**src/rtl/trigger_srl_bank.sv**
```systemverilog
// trigger_srl_bank: run-time reprogrammable shift-register truth-table trigger matcher
module trigger_srl_bank #(
  parameter int CHANNELS = 8,
  parameter int IDX_W = 5
) (
  input  logic                clk,
  input  logic                rst_n,
  input  logic [CHANNELS-1:0] din,
  input  logic                trig_en,
  input  logic                trig_mode,
  input  logic                cfg_wr,
  input  logic [IDX_W-1:0]    cfg_index,
  input  logic [31:0]         cfg_data,
  output logic                cfg_busy,
  output logic                tables_valid,
  output logic                trig
);
  localparam int NUM_SRL = (CHANNELS + 1) / 2;
  localparam int CH_P = 2 * NUM_SRL;
  localparam logic [IDX_W:0] NUM_L = (IDX_W + 1)'(NUM_SRL);
  typedef enum logic {IDLE, SHIFT} state_t;
  state_t state, state_nx;
  logic [CH_P-1:0] cur, old;
  logic [31:0] word;
  logic [IDX_W-1:0] idx;
  logic [4:0] cnt;
  logic [2**IDX_W-1:0] valid;
  logic [NUM_SRL-1:0] q;
  logic accept, last;
  always_comb begin
    last = state == SHIFT && cnt == 5'd0;
    accept = cfg_wr && {1'b0, cfg_index} < NUM_L && (state == IDLE || last);
    state_nx = accept ? SHIFT : last ? IDLE : state;
  end
  assign cfg_busy = state == SHIFT;
  assign tables_valid = &valid[NUM_SRL-1:0];
  always_ff @(posedge clk) begin
    if (!rst_n) begin
      state <= IDLE;
      valid <= '0;
      cur <= '0;
      old <= '0;
      trig <= 1'b0;
    end else begin
      state <= state_nx;
      cur <= CH_P'(din);
      old <= cur;
      if (last) valid[idx] <= 1'b1;
      if (accept) valid[cfg_index] <= 1'b0;
      trig <= trig_en & tables_valid & ~cfg_busy & (trig_mode ? |q : &q);
    end
  end
  always_ff @(posedge clk) begin
    cnt <= accept ? 5'd31 : cnt - 5'(cfg_busy);
    if (accept) begin
      word <= cfg_data;
      idx <= cfg_index;
    end
  end
  for (genvar k = 0; k < NUM_SRL; k++) begin : g_srl
    logic [31:0] sr;
    always_ff @(posedge clk)
      if (rst_n && cfg_busy && idx == IDX_W'(k)) sr <= {sr[30:0], word[cnt]};
    assign q[k] = sr[{1'b0, old[2*k+1], cur[2*k+1], old[2*k], cur[2*k]}];
  end
endmodule

```
**config.mk**
```make
export PLATFORM = sky130hd
export DESIGN_NAME = trigger_srl_bank
export DESIGN_NICKNAME = d
export VERILOG_FILES = /design/src/rtl/trigger_srl_bank.sv
export SDC_FILE = /design/constraint.sdc
export NUM_CORES = 1
export LEC_CHECK = 0
export ABC_AREA = 0
export CAP_MARGIN = 40
export CORE_MARGIN = 2
export CORE_UTILIZATION = 55
export DETAILED_ROUTE_END_ITERATION = 7
export DONT_BUFFER_PORTS = 1
export GPL_ROUTABILITY_DRIVEN = 0
export GPL_TIMING_DRIVEN = 0
export PLACE_DENSITY = 0.7
export SETUP_SLACK_MARGIN = 0.02
export SYNTH_ARGS = -nofsm -noshare
export SYNTH_HDL_FRONTEND = slang
export SYNTH_SLANG_ARGS = --single-unit
```
**constraint.sdc**
```tcl
create_clock -name clk -period 3.7 [get_ports clk]
set_input_delay 0.555 -clock clk [delete_from_list [all_inputs] [get_ports clk]]
set_output_delay 0.555 -clock clk [all_outputs]
set_load 0.005 [all_outputs]
```
After elaboration in Yosys (flattened, before gate mapping)
Cells that the tools add are included.
{"block": "totals", "wordCells": 70, "ff_bits": 156, "out_inout_bits": 3}
{"block": "classes", "bitwise": 7, "n_eq_ne": 3, "add_sub_neg": 1, "magnitude_cmp": 10, "reduce_logical": 17, "n_mux": 20}
{"operator": "$mux 32", "count": 3}
{"operator": "$and 32x32->32", "count": 1}
{"operator": "$not 32->32", "count": 1}
{"operator": "$or 32x32->32", "count": 1}
{"operator": "$lt 4x6->1 const B", "count": 4}
{"operator": "$lt 5x6->1 const B", "count": 3}
{"operator": "$bmux 1 s4", "count": 4}
{"operator": "$demux 1 s5", "count": 2}
{"operator": "$eq 5x2->1 const B", "count": 2}
{"operator": "$ge 5x1->1 const B", "count": 2}
{"operator": "$logic_and 1x1->1", "count": 10}
{"operator": "$logic_not 5->1", "count": 2}
{"operator": "$mux 1", "count": 10}
{"operator": "$reduce_and 4->1", "count": 2}
{"operator": "$bmux 1 s5", "count": 1}
{"operator": "$eq 5x1->1 const B", "count": 1}
{"operator": "$lt 5x3->1 const B", "count": 1}
{"operator": "$sub 5x1->5", "count": 1}
{"operator": "$reduce_or 4->1", "count": 1}
{"operator": "$and 1x1->1", "count": 3}
{"operator": "$reduce_bool 2->1", "count": 1}
{"operator": "$logic_or 1x1->1", "count": 1}
{"operator": "$not 1->1", "count": 1}

Longest topological paths before layout
Gate-level depths: netlist (run 1).
{"block": "logic_depth", "word_depth": 9, "depth_mapped": 7}

Least setup slack after synthesis (run 1)
Ideal clock, no wire load.
{"block": "synth_path", "path_kind": "input -> register", "startpoint": "input port cfg_index[2]", "endpoint": "register idx[0] (enable)", "path_buffers": 1, "setup_slack_ns": 0.982, "required_time_ns": 3.308, "setup_time_ns": 0.392, "t_arrival_ns": 2.326, "path_stages": 4, "cell_sequence": "or4b_2 a21o_1 clkbuf_1 inv_1"}
{"block": "synth_between", "elab_chain_len": 3}
{"element": "from (decl)", "line_no": "12", "source": "input logic [IDX_W-1:0] cfg_index,"}
{"element": "$lt 5x3->1", "line_no": "32", "source": "accept = cfg_wr && {1'b0, cfg_index} < NUM_L && (state == IDLE || last);"}
{"element": "$logic_and 1x1->1 (2 in a row)", "line_no": "32"}
{"element": "via accept", "line_no": "29", "source": "logic accept, last;"}
{"element": "to (signal assigned)", "line_no": "57", "source": "idx <= cfg_index;"}
{"element": "to (decl)", "line_no": "25", "source": "logic [IDX_W-1:0] idx;"}
The timed path passes the listed nets, and every way through them passes these cells.
A chain may end at the register's enable or synchronous reset.

Worst setup path in the final report (run 1)
{"block": "layout_path", "startpoint": "register cnt[1]", "endpoint": "register word[29] (enable)"}
{"block": "layout_between", "elab_chain_len": 4}
{"element": "from (decl)", "line_no": "26", "source": "logic [4:0] cnt;"}
{"element": "from (signal assigned)", "line_no": "54", "source": "cnt <= accept ? 5'd31 : cnt - 5'(cfg_busy);"}
{"element": "$logic_not 5->1", "line_no": "31", "source": "last = state == SHIFT && cnt == 5'd0;"}
{"element": "$logic_and 1x1->1", "line_no": "31"}
{"element": "$logic_or 1x1->1", "line_no": "32"}
{"element": "$logic_and 1x1->1", "line_no": "32"}
{"element": "via accept", "line_no": "29"}
{"element": "to (signal assigned)", "line_no": "56", "source": "word <= cfg_data;"}
{"element": "to (decl)", "line_no": "24", "source": "logic [31:0] word;"}
The timed path passes the listed nets, and every way through them passes these cells.

==> impl_metrics.toml, run 1 <==
[clocking]
cts.sinks = 128
clockBufferDepth = 2
tritoncts = "yes"
post_cts_buffers = 0
cts_buffers = 17
ctsHoldBuffers = 0
path_clk_slew_ns = 0.06
cts-resized-gates = 0
worstSkewPairLatency_ns = 0.51
htreeDepth = 4
cts_root_buf = "clkbuf_8"

[routing]
num_vias = 2191
ant_nets = 0
viasPerCell = 5.69
routed_wl_microns = 7430
post_drt_wl_per_cell_microns = 19.3
first_pass_iters = 4
drt_iter0_markers = 133
drc = 0

[global_routing]
antenna_found_initial = 0
grt_use_total = 0.186
met1_usage = 0.233
grt_pass1_wl_microns = 11900
grt_use_met3 = 0.0690
busiest_layer = "met2"
grtUsageMet2 = 0.291
grt_pass1_vias = 2348
gr-total-overflow = 0
grt_max_degree = 25

[synthesis]
synth_top_family_by_area = "multiplexers"
synth_edf_count = 101
yosys.area_share.adder = 0.00531
synth_most_common_cell = "edfxtp_1"
synth_mux_area_frac = 0.152
syn_area_per_cell_sq_um = 19.4
yosys.area_share.simple = 0.0566
netlist_area_sq_um = 4710
synth_compound_area_frac = 0.0138
synth_common_cells = "edfxtp_1, dfxtp_1, mux4_2"
netlist.top_cell.by_area = "edfxtp_1"
yosysWarnings = 0
netlist_instances = 243
syn_nets = 295
synth_cell_types = 28
synth.top_cell.area_share = 0.644
ys_seq_area_frac = 0.759
yosys.area_share.xor_xnor = 0.00558
async_reset_ff_frac = 0
synthFlopType = "edfxtp_1"
synth.area.top_cells = "edfxtp_1, mux4_2, dfxtp_1"
synth-seq-cells = 128

[job]
drv_cap = 0

[floorplan]
dieArea_sq_um = 9320
die_w_microns = 96.5
row_count = 33
core-area_sq_um = 8260
initial_utilization = 0.570
io_pins = 53
fp.dieH_microns = 96.5

[worst_setup_path]
cp_max_fo = 24
worst-r2r-cell-count = 7
worstSetupPathType = "register to register"
cp.arrival_ns = 2.74
cp-start-kind = "register"
required_ns = 3.91
end_kind = "register"

[status]
outcome = "complete, no violations"

[timing]
worst_pin_slew_ns = 0.672
fin_worst_skew_ns = 0.00584
layout_min_cycle_time_ns = 2.53
setup_violations = 0
fin_tns_setup_ns = 0
max_slew_margin = 0.552
slew_viol_final = 0
hold_violations = 0
fmax_mhz = 396
fin_crit_sh = 0.683
rsz0062_at_grt = "false"
timing.hold.ws_ns = 0.138

[final_layout]
fill_cells = 554
finalNetCount = 319
syn_to_final_growth_pct = 16.3
final_layout_size_suffix_gt1_frac = 0.225
num_antenna_cells = 0

[worst_hold_path]
holdPathStages = 1
hold_class = "input pin to register"

[pwr]
vdd_ir_drop_max_mv = 0.360
powerDensity_nw_per_um2 = 626
p_leak_nw = 1.81

[placement]
dp_hpwl_microns = 4920
io_buffers = 0
-- power by group --
part | total, mW | leakage, nW | switching, mW | internal, mW
sequential | 1.60 | 1.13 | 0.0207 | 1.58
clock | 1.59 | 0.276 | 0.574 | 1.01
combinational | 0.244 | 0.402 | 0.105 | 0.139
-- cell usage in the layout, fill, tap and decap left out, types with 2 or more instances in the layout --
master	n
nand2b_1	2
edfxtp_1	101
bufinv_16	3
and2_1	16
dfxtp_1	27
inv_1	3
buf_6	2
ha_1	2
buf_4	3
nand2_1	11
a21oi_1	3
mux4_2	26
clkbuf_16	16
xor2_1	2
clkinv_2	5
nor3_1	3
clkbuf_1	7
clkinv_1	2
o21ai_0	4
nor2_1	12
mux2i_1	12
clkinvlp_4	2
-- kinds of logic after synthesis --
| kind of cell | after synthesis |
|---|---|
| xor gates and xnor gates | 3 |
| muxes | 39 |
| adders and majority gates | 2 |
| and+or+nand+nor | 51 |
| AOI/OAI and AO/OA | 11 |
| DFF | 128 |
| buffers and inverters | 9 |
-- path summary, 6_finish.rpt --
path	startpoint	to	slack [ns]
min reg2reg	g_srl[2].sr[11]	g_srl[2].sr[12]	0.45
max reg2reg	cnt[1]	word[29]	1.17
min	cfg_index[0]	valid[1]	0.14
max	cnt[1]	word[29]	1.17
-- routing by layer --
| metal | up-vias | wire (microns) | part of all wire |
|---|---|---|---|
| met5 | - | 0 | 0 |
| met4 | 0 | 114 | 0.015 |
| met3 | 11 | 402 | 0.054 |
| met2 | 70 | 3650 | 0.49 |
| met1 | 1093 | 3270 | 0.44 |
| li1 | 1017 | - | - |
-- area by class of cell --
class / instances / area [sq um] / area share
Buffer: 6 / 26.3 / 0.00479
Clock buffer: 19 / 422 / 0.0769
Clock inverter: 13 / 146 / 0.0267
Inverter: 3 / 11.3 / 0.00205
Multi-Input combinational cell: 106 / 1100 / 0.202
Sequential cell: 128 / 3570 / 0.652
Tap cell: 105 / 131 / 0.0240
Timing Repair Buffer: 5 / 65.1 / 0.0119
-- state kept, by name, indices dropped and copies added, names as in the netlist --
signal / flops
old: 8
trig: 1
valid: 4
idx: 5
g_srl.sr: 64
cur: 8
word: 32
cfg_busy: 1
cnt: 5
-- per-stage QoR --
| stage | instances | utilization | cell area, sq um | setup WS, ns | total power [mW] |
|---|---|---|---|---|---|
| after floorplan | 243 | - | 4710 | 0.982 | 1.83 |
| after global placement | 348 | 0.586 | 4840 | 0.472 | 1.87 |
| after detailed placement | 353 | 0.595 | 4910 | 0.938 | 1.88 |
| after CTS | 385 | 0.664 | 5480 | 1.15 | 3.47 |
| after global routing | 385 | 0.664 | 5480 | 0.959 | 3.55 |
| final | 385 | 0.664 | 5480 | 1.17 | 3.43 |
-- critical path, stage by stage (launching register included) --
cell      delay (ns)
dfxtp_1         0.32
clkbuf_1        0.27
nor3_1          0.35
nand2_1         0.11
a21o_1          0.18
clkbuf_1        0.19
inv_1           0.55
buf_16          0.24
Note: power is estimated with default switching activity, not from simulation.
==> run 2, diff against run 1 <==
Settings changed: PLACE_DENSITY 0.7 to 0.73.
Clock period 3.7 ns to 2.1 ns, I/O delays scaled along.
==> run 2 against run 1 <==
Final cell count grew 13%. Sequential cell count is the same. First-iteration DRC count shrank 35%. Global-route usage grew 2.3 points. Count of clock-buffer cells in the layout shrank 2. Clock power grew 83%. Combinational power grew 130%. Maximum frequency grew 23%. Total power grew 84%. Worst setup slack lost 1.1 ns. Critical endpoint is now g_srl[0].sr[0].
==> impl_metrics.toml, run 2 (synthesis gave the netlist of run 1 again) <==
[clocking]
tritoncts = "yes"
cts_buffers = 17
cts_root_buf = "clkbuf_8"
path_clk_slew_ns = 0.06
worstSkewPairLatency_ns = 0.52
htreeDepth = 4
cts.sinks = 128
clockBufferDepth = 2

[timing]
fmax_mhz = 488
fin_tns_setup_ns = 0
max_slew_margin = 0.687
worst_pin_slew_ns = 0.469
layout_min_cycle_time_ns = 2.05
setup_violations = 0
slew_viol_final = 0
rsz0062_at_grt = "true"
setup_slack_ns = 0.0493
fin_worst_skew_ns = 0.00802
hold_violations = 0
fin_crit_sh = 0.977

[global_routing]
grt_max_degree = 20
grt_pass1_wl_microns = 13700
grt_pass1_vias = 2604
gr-total-overflow = 0
antenna_found_initial = 0
grt_use_total = 0.209

[floorplan]
fp.dieH_microns = 96.5
io_pins = 53
dieArea_sq_um = 9320
die_w_microns = 96.5
initial_utilization = 0.570
core-area_sq_um = 8260
row_count = 33

[job]
drv_cap = 0

[routing]
first_pass_iters = 4
num_vias = 2451
routed_wl_microns = 9040
post_drt_wl_per_cell_microns = 20.7
drt_iter0_markers = 86
ant_nets = 0
viasPerCell = 5.62
drc = 0

[worst_setup_path]
cp-start-kind = "register"
end_kind = "register"
slowest_stage = "mux4_2"
cp_max_fo = 5
worstSetupPathType = "register to register"
critPathMaxStageDelay_ns = 0.52
cpMostUsedCell = "mux4_2"
cp.arrival_ns = 2.31
path_cells = "buf_6 > mux4_2 > mux4_2 > mux2_4"
required_ns = 2.36

[final_layout]
most-common-layout-cells = "edfxtp_1, dlygate4sd3_1, mux4_2, dfxtp_1"
final_common_cell = "edfxtp_1"
syn_to_final_growth_pct = 29.0
largest_reg_flops = 64
final_layout_size_suffix_gt1_frac = 0.239
seqCellArea_sq_um = 3580
num_antenna_cells = 0
regMostFlops = "g_srl.sr"
reg_top3 = "g_srl.sr x64, word x32"
final_area_sq_um = 6080
finalNetCount = 370
fill_cells = 483
multi_input_area_sq_um = 1150

[pwr]
powerDensity_nw_per_um2 = 1040
vdd_ir_drop_max_mv = 0.610
p_leak_nw = 2.04

[worst_hold_path]
hold_class = "input pin to register"

[placement]
io_buffers = 0
dp_worst_setup_slack_ns = -0.222
dp_hpwl_microns = 4900
dpl_cell_area_sq_um = 4910

[status]
outcome = "complete, no violations"
run 2: changes by cell type in the layout (fill, tap and decap cells not counted), moves of 3 or more:
| cell | previous run | this run |
|---|---|---|
| buf_6 | 2 | 5 |
| clkinv_2 | 5 | 0 |
| clkbuf_1 | 7 | 3 |
| dlygate4sd3_1 | 0 | 48 |
| inv_6 | 0 | 7 |
| nor2_1 | 12 | 9 |
run 2: power breakdown:
group / switching [mW] / internal, mW / total [mW]
Clock: 1.18 / 1.73 / 2.91
Combinational: 0.220 / 0.341 / 0.561
Sequential: 0.0440 / 2.78 / 2.83
run 2: layout make-up:
type,count,share of cell area
sequential,128,0.588
multi-input combinational,106,0.189
timing repair buffer,55,0.0943
clock buffer,17,0.0681
clock inverter,15,0.0286
tap,105,0.0216
buffer,6,0.00679
inverter,3,0.00247
timing repair inverter,1,0.00124
run 2: timing repair:
| action | in CTS | in global routing |
|---|---|---|
| cloned | 2 | 0 |
| pin swaps | 0 | 0 |
| hold endpoints to repair | 50 | 0 |
| gates resized for setup | 9 | 6 |
| buffers inserted | 0 | 2 |
| hold buffers | 48 | 0 |
| endpoints found under the setup margin | 96 | 74 |
run 2: routing by layer:
metal | global-route usage | wire length [microns] | up-vias
li1 | - | - | 1116
met2 | 0.347 | 4790 | 79
met4 | 0.0904 | 102 | 0
met5 | 0 | 0 | -
met3 | 0.0659 | 456 | 12
met1 | 0.253 | 3690 | 1244
run 2: per-stage QoR:
step / power, mW / utilization / cells / hold WS, ns
finish: 6.30 / 0.736 / 436 / 0.0226
global route: 6.50 / 0.736 / 436 / 0.00724
CTS: 6.31 / 0.729 / 434 / 0.00466
detailed placement: 3.31 / 0.594 / 352 / 0.412
global placement: 3.30 / 0.589 / 348 / 0.410
floorplan: 3.22 / - / 243 / 0.405
run 2: worst max-delay path, delay by kind of cell (launching register included):
kind                   cells  cell delay (ns)
buffers and inverters      1             0.14
DFF                        1             0.35
muxes                      3             1.31
run 2: worst paths after layout:
check | from | end | slack (ns) | cells past startpoint
worst min-delay path | cfg_index[3] | cfg_busy | 0.02 | 2
worst max-delay path | cnt[0] | g_srl[0].sr[0] | 0.05 | 4
worst min register to register | g_srl[0].sr[7] | g_srl[0].sr[8] | 0.45 | 0
worst max register to register | cnt[0] | g_srl[0].sr[0] | 0.05 | 4
